**config.mk**
```make
export PLATFORM = sky130hd
export DESIGN_NAME = sha512_arbiter
export DESIGN_NICKNAME = d
export VERILOG_FILES = /design/src/rtl/sha512_arb_pkg.sv /design/src/rtl/sha512_arb_wdog.sv /design/src/rtl/sha512_arbiter.sv
export SDC_FILE = /design/constraint.sdc
export NUM_CORES = 1
export LEC_CHECK = 0
export BUFFER_PORTS_ARGS = -buffer_cell sky130_fd_sc_hd__buf_4
export CAP_MARGIN = 20
export CORE_MARGIN = 2
export CORE_UTILIZATION = 42
export CTS_CLUSTER_DIAMETER = 80
export DETAILED_ROUTE_END_ITERATION = 8
export PLACE_DENSITY = 0.7
export SYNTH_ARGS = -nofsm -noshare
export SYNTH_HDL_FRONTEND = slang
export SYNTH_SLANG_ARGS = --single-unit
```
**constraint.sdc**
```tcl
create_clock -name clk -period 1.2 [get_ports clk]
set_clock_uncertainty 0.1 [all_clocks]
set_input_delay 0.12 -clock clk [delete_from_list [all_inputs] [get_ports clk]]
set_output_delay 0.12 -clock clk [all_outputs]
set_load 0.05 [all_outputs]
```
**src/rtl/sha512_arb_pkg.sv**
```systemverilog
// Shared types and constants for the two-requester SHA-512 core arbiter.
// Optional watchdog is enabled with SHA512_ARB_WATCHDOG_EN.
package sha512_arb_pkg;

    localparam int NUM_REQ            = 2;
    localparam int TIMEOUT_CYCLES_DEF = 1024;

    typedef enum logic [2:0] {
        S_IDLE,
        S_ISSUE,
        S_WAIT,
        S_HOLD,
        S_DIGEST
    } state_t;

    function automatic logic [NUM_REQ-1:0] onehot(input logic idx);
        return NUM_REQ'(1) << idx;
    endfunction

endpackage

```
**src/rtl/sha512_arb_wdog.sv**
```systemverilog
// Wait-state watchdog: counts cycles spent in one state, flags expiry.
// Only instantiated when SHA512_ARB_WATCHDOG_EN is defined.
module sha512_arb_wdog
    import sha512_arb_pkg::*;
#(
    parameter int TIMEOUT_CYCLES = TIMEOUT_CYCLES_DEF
) (
    input  logic clk,
    input  logic reset,
    input  logic clear,
    output logic expire
);

    localparam int            CW    = $clog2(TIMEOUT_CYCLES + 1);
    localparam logic [CW-1:0] LIMIT = CW'(TIMEOUT_CYCLES - 1);

    logic [CW-1:0] r_cnt;

    // The cycle holding LIMIT is the TIMEOUT_CYCLES-th cycle in the state.
    assign expire = !clear && (r_cnt == LIMIT);

    always_ff @(posedge clk or negedge reset) begin
        if (!reset) begin
            r_cnt <= '0;
        end else if (clear || expire) begin
            r_cnt <= '0;
        end else begin
            r_cnt <= r_cnt + 1'b1;
        end
    end

endmodule

```
**src/rtl/sha512_arbiter.sv**
```systemverilog
// Round-robin arbiter locking a shared SHA-512 core to one message at a time.
// Define SHA512_ARB_WATCHDOG_EN to add the wait-state watchdog and err pulses.
module sha512_arbiter
    import sha512_arb_pkg::*;
#(
    parameter int TIMEOUT_CYCLES = TIMEOUT_CYCLES_DEF
) (
    input  logic               clk,
    input  logic               reset,
    input  logic [NUM_REQ-1:0] req,
    input  logic [NUM_REQ-1:0] req_last,
    output logic [NUM_REQ-1:0] gnt,
    output logic               core_init,
    output logic               core_next,
    input  logic               core_ready,
    input  logic               core_digest_valid,
    output logic               owner,
    output logic               busy,
    output logic [NUM_REQ-1:0] done,
    output logic [NUM_REQ-1:0] err
);

    state_t             r_state;
    state_t             w_state_nw;
    state_t             w_state_n;
    logic               r_owner;
    logic               r_rr;
    logic               r_first_blk;
    logic               r_last_blk;
    logic               r_wait1;
    logic [NUM_REQ-1:0] r_gnt;
    logic               r_init;
    logic               r_next;
    logic [NUM_REQ-1:0] r_done;
    logic               r_busy;

    logic               w_sel;
    logic               w_owner_n;
    logic               w_rr_n;
    logic               w_first_n;
    logic               w_last_n;
    logic               w_wait1_n;
    logic [NUM_REQ-1:0] w_gnt_n;
    logic               w_init_n;
    logic               w_next_n;
    logic [NUM_REQ-1:0] w_done_n;

    // r_rr remembers the last requester served; the other one wins a tie.
    assign w_sel = (req == 2'b11) ? ~r_rr : req[1];

    always_comb begin
        w_state_nw = r_state;
        w_owner_n  = r_owner;
        w_rr_n     = r_rr;
        w_first_n  = r_first_blk;
        w_last_n   = r_last_blk;
        w_wait1_n  = 1'b0;
        w_gnt_n    = '0;
        w_init_n   = 1'b0;
        w_next_n   = 1'b0;
        w_done_n   = '0;
        unique case (r_state)
            S_IDLE: begin
                if (core_ready && (req != '0)) begin
                    w_owner_n  = w_sel;
                    w_first_n  = 1'b1;
                    w_state_nw = S_ISSUE;
                end
            end
            S_ISSUE: begin
                w_gnt_n    = onehot(r_owner);
                w_init_n   = r_first_blk;
                w_next_n   = !r_first_blk;
                w_first_n  = 1'b0;
                w_last_n   = req_last[r_owner];
                w_wait1_n  = 1'b1;
                w_state_nw = S_WAIT;
            end
            S_WAIT: begin
                // core_ready may still be stale in the cycle after the pulse
                if (!r_wait1 && core_ready) begin
                    w_state_nw = r_last_blk ? S_DIGEST : S_HOLD;
                end
            end
            S_HOLD: begin
                if (req[r_owner]) begin
                    w_state_nw = S_ISSUE;
                end
            end
            S_DIGEST: begin
                if (core_digest_valid) begin
                    w_done_n   = onehot(r_owner);
                    w_rr_n     = r_owner;
                    w_state_nw = S_IDLE;
                end
            end
            default: begin
                w_state_nw = S_IDLE;
            end
        endcase
    end

`ifdef SHA512_ARB_WATCHDOG_EN
    logic               w_clear;
    logic               w_expire;
    logic [NUM_REQ-1:0] r_err;

    assign w_clear = (w_state_nw != r_state) ||
                     !(r_state inside {S_WAIT, S_HOLD, S_DIGEST});
    assign w_state_n = w_expire ? S_IDLE : w_state_nw;
    assign err       = r_err;

    sha512_arb_wdog #(
        .TIMEOUT_CYCLES(TIMEOUT_CYCLES)
    ) u_wdog (
        .clk   (clk),
        .reset (reset),
        .clear (w_clear),
        .expire(w_expire)
    );

    always_ff @(posedge clk or negedge reset) begin
        if (!reset) begin
            r_err <= '0;
        end else begin
            r_err <= w_expire ? onehot(r_owner) : '0;
        end
    end
`else
    logic w_unused_tmo;

    assign w_unused_tmo = (TIMEOUT_CYCLES > 0);
    assign w_state_n    = w_state_nw;
    assign err          = '0;
`endif

    always_ff @(posedge clk or negedge reset) begin
        if (!reset) begin
            r_state     <= S_IDLE;
            r_owner     <= 1'b0;
            r_rr        <= 1'b1;
            r_first_blk <= 1'b0;
            r_last_blk  <= 1'b0;
            r_wait1     <= 1'b0;
            r_gnt       <= '0;
            r_init      <= 1'b0;
            r_next      <= 1'b0;
            r_done      <= '0;
            r_busy      <= 1'b0;
        end else begin
            r_state     <= w_state_n;
            r_owner     <= w_owner_n;
            r_rr        <= w_rr_n;
            r_first_blk <= w_first_n;
            r_last_blk  <= w_last_n;
            r_wait1     <= w_wait1_n;
            r_gnt       <= w_gnt_n;
            r_init      <= w_init_n;
            r_next      <= w_next_n;
            r_done      <= w_done_n;
            r_busy      <= (w_state_n != S_IDLE);
        end
    end

    assign gnt       = r_gnt;
    assign core_init = r_init;
    assign core_next = r_next;
    assign done      = r_done;
    assign busy      = r_busy;
    assign owner     = r_owner;

endmodule

```
==> results.toml, run 1 <==
[clock_tree]
htreeDepth = 1
clock-sinks = 15
clock-root-buffer = "clkbuf_4"
cts_buffers = 3
cts_tree = "yes"
clkTransAtPathRegs_ns = 0.08
clkLatencyLatePin_ns = 0.28
cts_max_path_buffers = 2

[synthesis]
yosysSeqAreaShare_pct = 62.1
ys_types = 24
syn_area_sq_um = 607
avgSynthCellArea_sq_um = 11.4
yosysWarningCount = 0
ys_ff_latch = 15
synth_cells = 53

[worst_hold_path]
hold_class = "input pin to flop"
hold_path_depth = 3

[timing]
maxSlewViolCount = 0
final-setup-viol-count = 8
fin_ws_ns = -0.180
whs_ns = 0.0268
clock.fmax_mhz = 724
period_needed_ns = 1.38
hold_viol = 0
rsz0062_at_grt = "yes"
period_share_pct = 115

[die]
start_util_pct = 46.1
die-area_sq_mm = 0.00176
io_pins = 18
core.rowCount = 13
die_height_um = 42.0
core_sq_mm = 0.00132
die_w_um = 42.0

[power]
vdd.ir_drop.worst_mv = 1.29
leakage_nw = 0.432
power.density_mw_per_mm2 = 2500

[layout]
diodes = 0
regArea_sq_um = 379
fillers = 94
layout.cells.most_common = "buf_4"
area_growth_pct = 40.8
drive_above_1_share_pct = 49.4
mostFrequentLayoutCells = "buf_4, dfrtp_1, nor2_1, nand2_1, clkbuf_4"
num-nets-final = 88
multi_input_area_sq_um = 229

[grt]
grt-busiest-layer = "met2"
grt_usage_pct = 15.2
grt_pass1_vias = 444
grt_antenna_before_repair = 0
grt_max_degree = 16
met3_usage_pct = 4.31
met2_usage_pct = 24.1
grt.met1_usage_pct = 19.0
grt_pass1_wl_um = 1910
grt_overflow = 0

[placement]
io_buffers = 15
dp_hpwl_um = 831
place_ws_ns = -0.191
gp_congestion = 0.738

[detailed_routing]
dr.pass1.iters = 4
routed_wl_um = 1140
drc = 0
post_drt_wl_per_cell_um = 12.1
num_vias = 451
avgViaCountPerCell = 4.80
drt_iter0_drc = 2
ant_nets = 0

[critical_path]
worst-setup-path-type = "flop to flop"
worstPathMaxFanout = 5
cp-start-kind = "flop"
reg2reg_depth = 3
cpMaxStageDelayCell = "dfrtp_2"
required_ns = 1.26
arrival_ns = 1.44
path_cells = "and4bb_2, nor4_2, or3_1"
end_kind = "flop"
critical-path-max-stage-delay_ns = 0.44

[job]
drv_cap = 0

[outcome]
status = "finished, violations left"
violations = "negative setup slack"
==> Yosys cell counts <==
| library cell | n | area share [%] |
|---|---|---|
| dfrtp_1 | 14 | 58 |
| nor3b_1 | 1 | 1.2 |
| or3b_1 | 1 | 1.4 |
| o21ai_1 | 1 | 0.82 |
| nor2b_1 | 1 | 1.0 |
| nand2b_4 | 1 | 2.3 |
| and2_1 | 1 | 1.0 |
| mux2i_1 | 2 | 3.3 |
| o21ai_0 | 3 | 2.5 |
| and4bb_1 | 1 | 2.1 |
| or3_1 | 1 | 1.0 |
| nand2_1 | 5 | 3.1 |
| nand3_1 | 2 | 1.6 |
| conb_1 | 1 | 0.62 |
| inv_2 | 1 | 0.62 |
| clkbuf_1 | 1 | 0.62 |
| and4bb_4 | 1 | 2.7 |
| nor2_2 | 1 | 1.0 |
| nor4_1 | 1 | 1.0 |
| a21o_1 | 2 | 2.5 |
| inv_1 | 1 | 0.62 |
| nor2_1 | 7 | 4.3 |
| buf_4 | 2 | 2.5 |
| dfstp_2 | 1 | 4.3 |
==> logic make-up after synthesis <==
logic type | after synthesis | synth area share (%)
and+or+nand+nor | 24 | 23.9
DFF | 15 | 62.1
AOI/OAI and AO/OA | 6 | 5.77
buffers and inverters | 5 | 4.33
muxes | 2 | 3.30
other | 1 | 0.618
==> through the flow <==
step	area, sq um	total power [mW]	cells	TNS, ns	utilization [%]
2_1_floorplan	622	1.45	54	-0.386	-
3_3_place_gp	777	1.73	88	-0.458	59.0
3_5_place_dp	777	1.74	88	-0.511	59.0
4_1_cts	832	2.10	94	-0.646	63.2
5_1_grt	855	2.28	94	-1.27	64.9
6_report	855	2.14	94	-0.638	64.9
==> report_power, final <==
| group | switching, mW | internal, mW | leakage (nW) |
|---|---|---|---|
| Clock | 0.149 | 0.129 | 0.0150 |
| Sequential | 0.118 | 0.697 | 0.189 |
| Combinational | 0.588 | 0.458 | 0.228 |
==> cell type report <==
cell class / count / share of cell area (%)
Sequential cell: 15 / 44.4
Multi-Input combinational cell: 34 / 26.8
Timing Repair Buffer: 24 / 22.7
Clock buffer: 4 / 3.07
Tap cell: 15 / 2.20
Inverter: 2 / 0.878
==> what timing repair did <==
action | in CTS | in global routing
hold buffers | 1 | 0
resized for setup | 6 | 7
endpoints found under the hold margin | 15 | 0
endpoints found under the setup margin | 10 | 14
buffers inserted | 2 | 0
==> flip-flops by register name, indices dropped and copies added (netlist names) <==
name and flops:
core_init 1, gnt 2, r_state 3, r_first_blk 1, r_wait1 1, owner 1
done 2, busy 1, core_next 1, r_rr 1, r_last_blk 1
==> final timing paths <==
kind | start | end | slack (ns)
max in group asynchronous | reset | r_rr$_DFFE_PN1P_ | 0.64
worst min register to register | r_first_blk$_DFFE_PN0P_ | core_next$_DFF_PN0_ | 0.34
worst min-delay path | core_digest_valid | done[1]$_DFF_PN0_ | 0.03
worst max-delay path | r_state[0]$_DFF_PN0_ | busy$_DFF_PN0_ | -0.18
min in group asynchronous | reset | r_first_blk$_DFFE_PN0P_ | 0.12
worst max register to register | r_state[0]$_DFF_PN0_ | busy$_DFF_PN0_ | -0.18
==> critical path, delay by kind of cell (launching register included) <==
kind | cells | cell delay [ns]
DFF | 1 | 0.44
and+or+nand+nor | 3 | 0.72
==> routing by layer <==
| layer | vias up | share of wire [%] | wire length (um) |
|---|---|---|---|
| met5 | - | 0 | 0 |
| met4 | 0 | 0.88 | 10 |
| met1 | 214 | 43 | 489 |
| met2 | 9 | 51 | 582 |
| li1 | 226 | - | - |
| met3 | 2 | 4.8 | 54 |
(Power assumes the default switching activity.)
==> run 2: changes to the inputs <==
==> constraint.sdc (replaced) <==
create_clock -name clk -period 1.2 [get_ports clk]
set_clock_uncertainty 0.1 [all_clocks]
set_input_delay 0.36 -clock clk [delete_from_list [all_inputs] [get_ports clk]]
set_output_delay 0.36 -clock clk [all_outputs]
set_load 0.05 [all_outputs]
==> results.toml, run 2 (synthesis results as in run 1) <==
[outcome]
status = "finished, violations left"
violations = "negative setup slack"

[grt]
grt_usage_pct = 17.7
grt_pass1_wl_um = 2280
grt_antenna_before_repair = 0
grt_pass1_vias = 505
grt_overflow = 0
grt_max_degree = 16

[worst_hold_path]
hold_path_depth = 2
min_to = "r_state[2]$_DFF_PN0_"
hold_class = "input pin to flop"
hp-start = "core_digest_valid"

[power]
p_comb_share_pct = 50.6
leakage_nw = 0.431
vdd.ir_drop.worst_mv = 1.78
switching_share_pct = 40.9
power_frac_seq_pct = 36.8
p_int_mw = 1.36
pwr-share-clk_pct = 12.6
p_sw_mw = 0.942
report.power.total_mw = 2.30
power.density_mw_per_mm2 = 2560

[placement]
place_ws_ns = -0.318
gp_congestion = 0.796
dp_cells = 85
dp_hpwl_um = 824
io_buffers = 15

[die]
die_height_um = 42.0
die_w_um = 42.0
core_sq_mm = 0.00132
start_util_pct = 46.1
io_pins = 18
core.rowCount = 13
die-area_sq_mm = 0.00176

[timing]
final-setup-viol-count = 14
period_needed_ns = 1.44
rsz0062_at_grt = "yes"
maxSlewViolCount = 0
clock.fmax_mhz = 695
hold_viol = 0
period_share_pct = 120
fin_setup_tns_ns = -1.33
whs_ns = 0.191
fin_ws_ns = -0.240

[layout]
area_growth_pct = 48.2
final_cells = 92
diodes = 0
layout.cells.most_common = "dfrtp_1"
largest_register_ffs = 3
drive_above_1_share_pct = 53.2
mostFrequentLayoutCells = "dfrtp_1, buf_4, buf_6, nand2_1, o21ai_1"
num-nets-final = 86
regMostFlops = "r_state"
fillers = 97

[critical_path]
critical_path_cell_count = 2
timing.rr.start = "owner$_DFFE_PN0P_"
reg2reg_to = "busy$_DFF_PN0_"
critPathTopFamily = "flip-flops"
r2r_slack_ns = -0.22
required_ns = 0.74
arrival_ns = 0.98
end_kind = "output pin"
worst-setup-path-type = "flop to output pin"
path_cells = "buf_6, buf_8"
reg2reg_depth = 5
worstPathMaxFanout = 2
critical-path-max-stage-delay_ns = 0.43
cpMaxStageDelayCell = "dfrtp_2"
cp_num_buf_inv = 2
cp-start-kind = "flop"

[detailed_routing]
num_vias = 459
ant_nets = 0
drc = 0
drt_iter0_drc = 5
dr.pass1.iters = 3
avgViaCountPerCell = 4.99
routed_wl_um = 1270
post_drt_wl_per_cell_um = 13.8

[clock_tree]
htreeDepth = 1
cts_buffers = 3
cts_max_path_buffers = 2
clkLatencyLatePin_ns = 0.29
clock-root-buffer = "clkbuf_4"
clkTransAtPathRegs_ns = 0.08
clock-sinks = 15
cts_tree = "yes"

[job]
drv_cap = 0
run 2: changes by cell type in the layout (fill, tap and decap cells not counted), sizes merged:
cell	change
buf	-2
run 2: worst max-delay path by stage:
stage | slack, ns | end | start
after global routing | -0.27 | busy$_DFF_PN0_ | owner$_DFFE_PN0P_
after global placement | -0.30 | busy$_DFF_PN0_ | req[0]
after detailed placement | -0.32 | busy$_DFF_PN0_ | req[0]
after CTS | -0.23 | owner | owner$_DFFE_PN0P_
final | -0.24 | owner | owner$_DFFE_PN0P_
after floorplan | -0.18 | busy$_DFF_PN0_ | owner$_DFFE_PN0P_
run 2: layout make-up:
| class | instances | area (sq um) | share of cell area, % |
|---|---|---|---|
| Sequential cell | 15 | 380 | 42.3 |
| Multi-Input combinational cell | 34 | 254 | 28.2 |
| Timing Repair Buffer | 22 | 213 | 23.6 |
| Clock buffer | 4 | 26.3 | 2.92 |
| Tap cell | 15 | 18.8 | 2.09 |
| Inverter | 2 | 7.51 | 0.834 |
run 2: what timing repair did:
| item | 4_1_cts | 5_1_grt |
|---|---|---|
| setup buffers | 2 | 0 |
| setup endpoints to repair | 17 | 20 |
| endpoints found under the hold margin | 14 | 0 |
| resized for setup | 19 | 9 |
| hold buffers | 1 | 0 |
| pin swaps | 8 | 5 |
run 2: worst reg2reg max path, cell delays in order (launching register included):
cell and delay [ns]:
dfrtp_2 0.43, buf_4 0.14, mux2i_1 0.13, nor2_1 0.14
nor4_2 0.07, or3_1 0.30
run 2: power groups by stage:
stage | logic (mW) | clock network (mW) | registers [mW]
floorplan | 0.390 | 0 | 1.06
global placement | 0.902 | 0 | 0.813
detailed placement | 0.914 | 0 | 0.820
CTS | 1.11 | 0.294 | 0.821
global route | 1.24 | 0.316 | 0.875
finish | 1.16 | 0.291 | 0.848
run 2: per-layer routing:
| metal | track usage, % | wire length (um) | vias to the layer above |
|---|---|---|---|
| li1 | - | - | 220 |
| met3 | 3.45 | 56 | 4 |
| met5 | 0 | 0 | - |
| met1 | 20.6 | 525 | 222 |
| met2 | 29.7 | 658 | 13 |
| met4 | 11.3 | 29 | 0 |
run 2: through the flow:
| step | cell area (sq um) | util, % |
|---|---|---|
| final | 900 | 68.3 |
| after global placement | 754 | 57.3 |
| after global routing | 900 | 68.3 |
| after detailed placement | 754 | 57.3 |
| after floorplan | 622 | - |
| after CTS | 876 | 66.5 |
==> run 3: changes to the inputs <==
Settings changed: SETUP_SLACK_MARGIN set to 0.1, SLEW_MARGIN set to 30.
==> results.toml, run 3 (synthesis results as in run 1) <==
[clock_tree]
clkTransAtPathRegs_ns = 0.08
htreeDepth = 1
cts_max_path_buffers = 2
clock-sinks = 15
cts_tree = "yes"
clock-root-buffer = "clkbuf_4"
clkLatencyLatePin_ns = 0.29
cts_buffers = 3

[outcome]
violations = "negative setup slack"
status = "finished, violations left"

[job]
drv_cap = 0

[die]
io_pins = 18
die_w_um = 42.0
die_height_um = 42.0
core.rowCount = 13
die-area_sq_mm = 0.00176
core_sq_mm = 0.00132
start_util_pct = 46.1

[grt]
grt_max_degree = 16
grt_usage_pct = 17.7
grt_pass1_wl_um = 2280
grt_pass1_vias = 505
grt_antenna_before_repair = 0
grt_overflow = 0

[timing]
fin_ws_ns = -0.256
period_needed_ns = 1.46
final-setup-viol-count = 15
clock.fmax_mhz = 687
hold_viol = 0
rsz0062_at_grt = "yes"
period_share_pct = 121
maxSlewViolCount = 0

[power]
vdd.ir_drop.worst_mv = 1.79
power.density_mw_per_mm2 = 2580
leakage_nw = 0.446
report.power.total_mw = 2.40

[critical_path]
end_kind = "flop"
worstPathMaxFanout = 2
required_ns = 1.27
cp-start-kind = "flop"
arrival_ns = 1.53
worst-setup-path-type = "flop to flop"

[layout]
fin_util_pct = 70.5
drive_above_1_share_pct = 57.0
layout.cells.most_common = "buf_6"
largest_register_ffs = 3
regMostFlops = "r_state"
diodes = 0
multi_input_area_sq_um = 260
num-nets-final = 88
mostFrequentLayoutCells = "buf_6, dfrtp_1, buf_4, nand2_1"
fillers = 89
regArea_sq_um = 380
area_growth_pct = 53.0

[placement]
dp_hpwl_um = 824
gp_congestion = 0.796
io_buffers = 15

[detailed_routing]
ant_nets = 0
drt_iter0_drc = 4
met3_length_um = 58
post_drt_wl_per_cell_um = 14.7
routed_wl_um = 1380
wl_met2_um = 751
wl_met1_um = 530
dr.pass1.iters = 4
top_layer = "met4"
avgViaCountPerCell = 5.24
drc = 0
num_vias = 493

[worst_hold_path]
hold_class = "input pin to flop"
-- run 3: where the power goes --
group	total [mW]	switching (mW)	leakage (nW)	internal [mW]
logic	1.26	0.674	0.244	0.584
clock network	0.292	0.163	0.0150	0.130
registers	0.846	0.145	0.188	0.701
total	2.40	0.981	0.446	1.41
-- run 3: worst paths after layout --
kind	endpoint	cells after the start	startpoint	slack (ns)
min reg2reg	core_next$_DFF_PN0_	1	r_first_blk$_DFFE_PN0P_	0.37
max reg2reg	busy$_DFF_PN0_	5	owner$_DFFE_PN0P_	-0.26
min	r_state[2]$_DFF_PN0_	2	core_digest_valid	0.17
max in group asynchronous	r_rr$_DFFE_PN1P_	2	reset	0.40
max	busy$_DFF_PN0_	5	owner$_DFFE_PN0P_	-0.26
min in group asynchronous	r_first_blk$_DFFE_PN0P_	2	reset	0.35
-- run 3: stage by stage --
step	hold WS (ns)	instances	worst slack, ns	area (sq um)	TNS (ns)
floorplan	-0.0356	54	-0.176	622	-0.386
detailed placement	0.124	85	-0.318	754	-0.765
global placement	0.122	85	-0.301	754	-0.708
finish	0.170	94	-0.256	928	-1.56
CTS	0.183	92	-0.225	876	-1.14
global route	0.174	94	-0.299	928	-2.12
-- run 3: worst max-delay path: stages, from the launching register on --
cell	delay, ns
dfrtp_2	0.43
buf_4	0.14
mux2i_1	0.13
nor2_1	0.16
nor4_2	0.08
or3_1	0.30
-- run 3: area by class of cell --
cell class                 instances  share of cell area, %
clock buffer                       4                   2.83
inverter                           2                  0.809
multi-input combinational         34                   28.0
sequential                        15                   41.0
tap                               15                   2.02
timing repair buffer              24                   25.3
-- run 3: timing repair --
item | in CTS | in global routing
setup endpoints to repair | 21 | 23
hold buffers | 1 | 0
resized for setup | 19 | 13
pin swaps | 8 | 8
gates cloned | 0 | 0
setup buffers | 2 | 2
hold endpoints to repair | 14 | 0
-- run 3: routing by layer --
| metal | GRT usage, % | vias up |
|---|---|---|
| met3 | 3.45 | 5 |
| met5 | 0 | - |
| li1 | - | 227 |
| met2 | 29.7 | 14 |
| met1 | 20.6 | 247 |
| met4 | 11.3 | 0 |
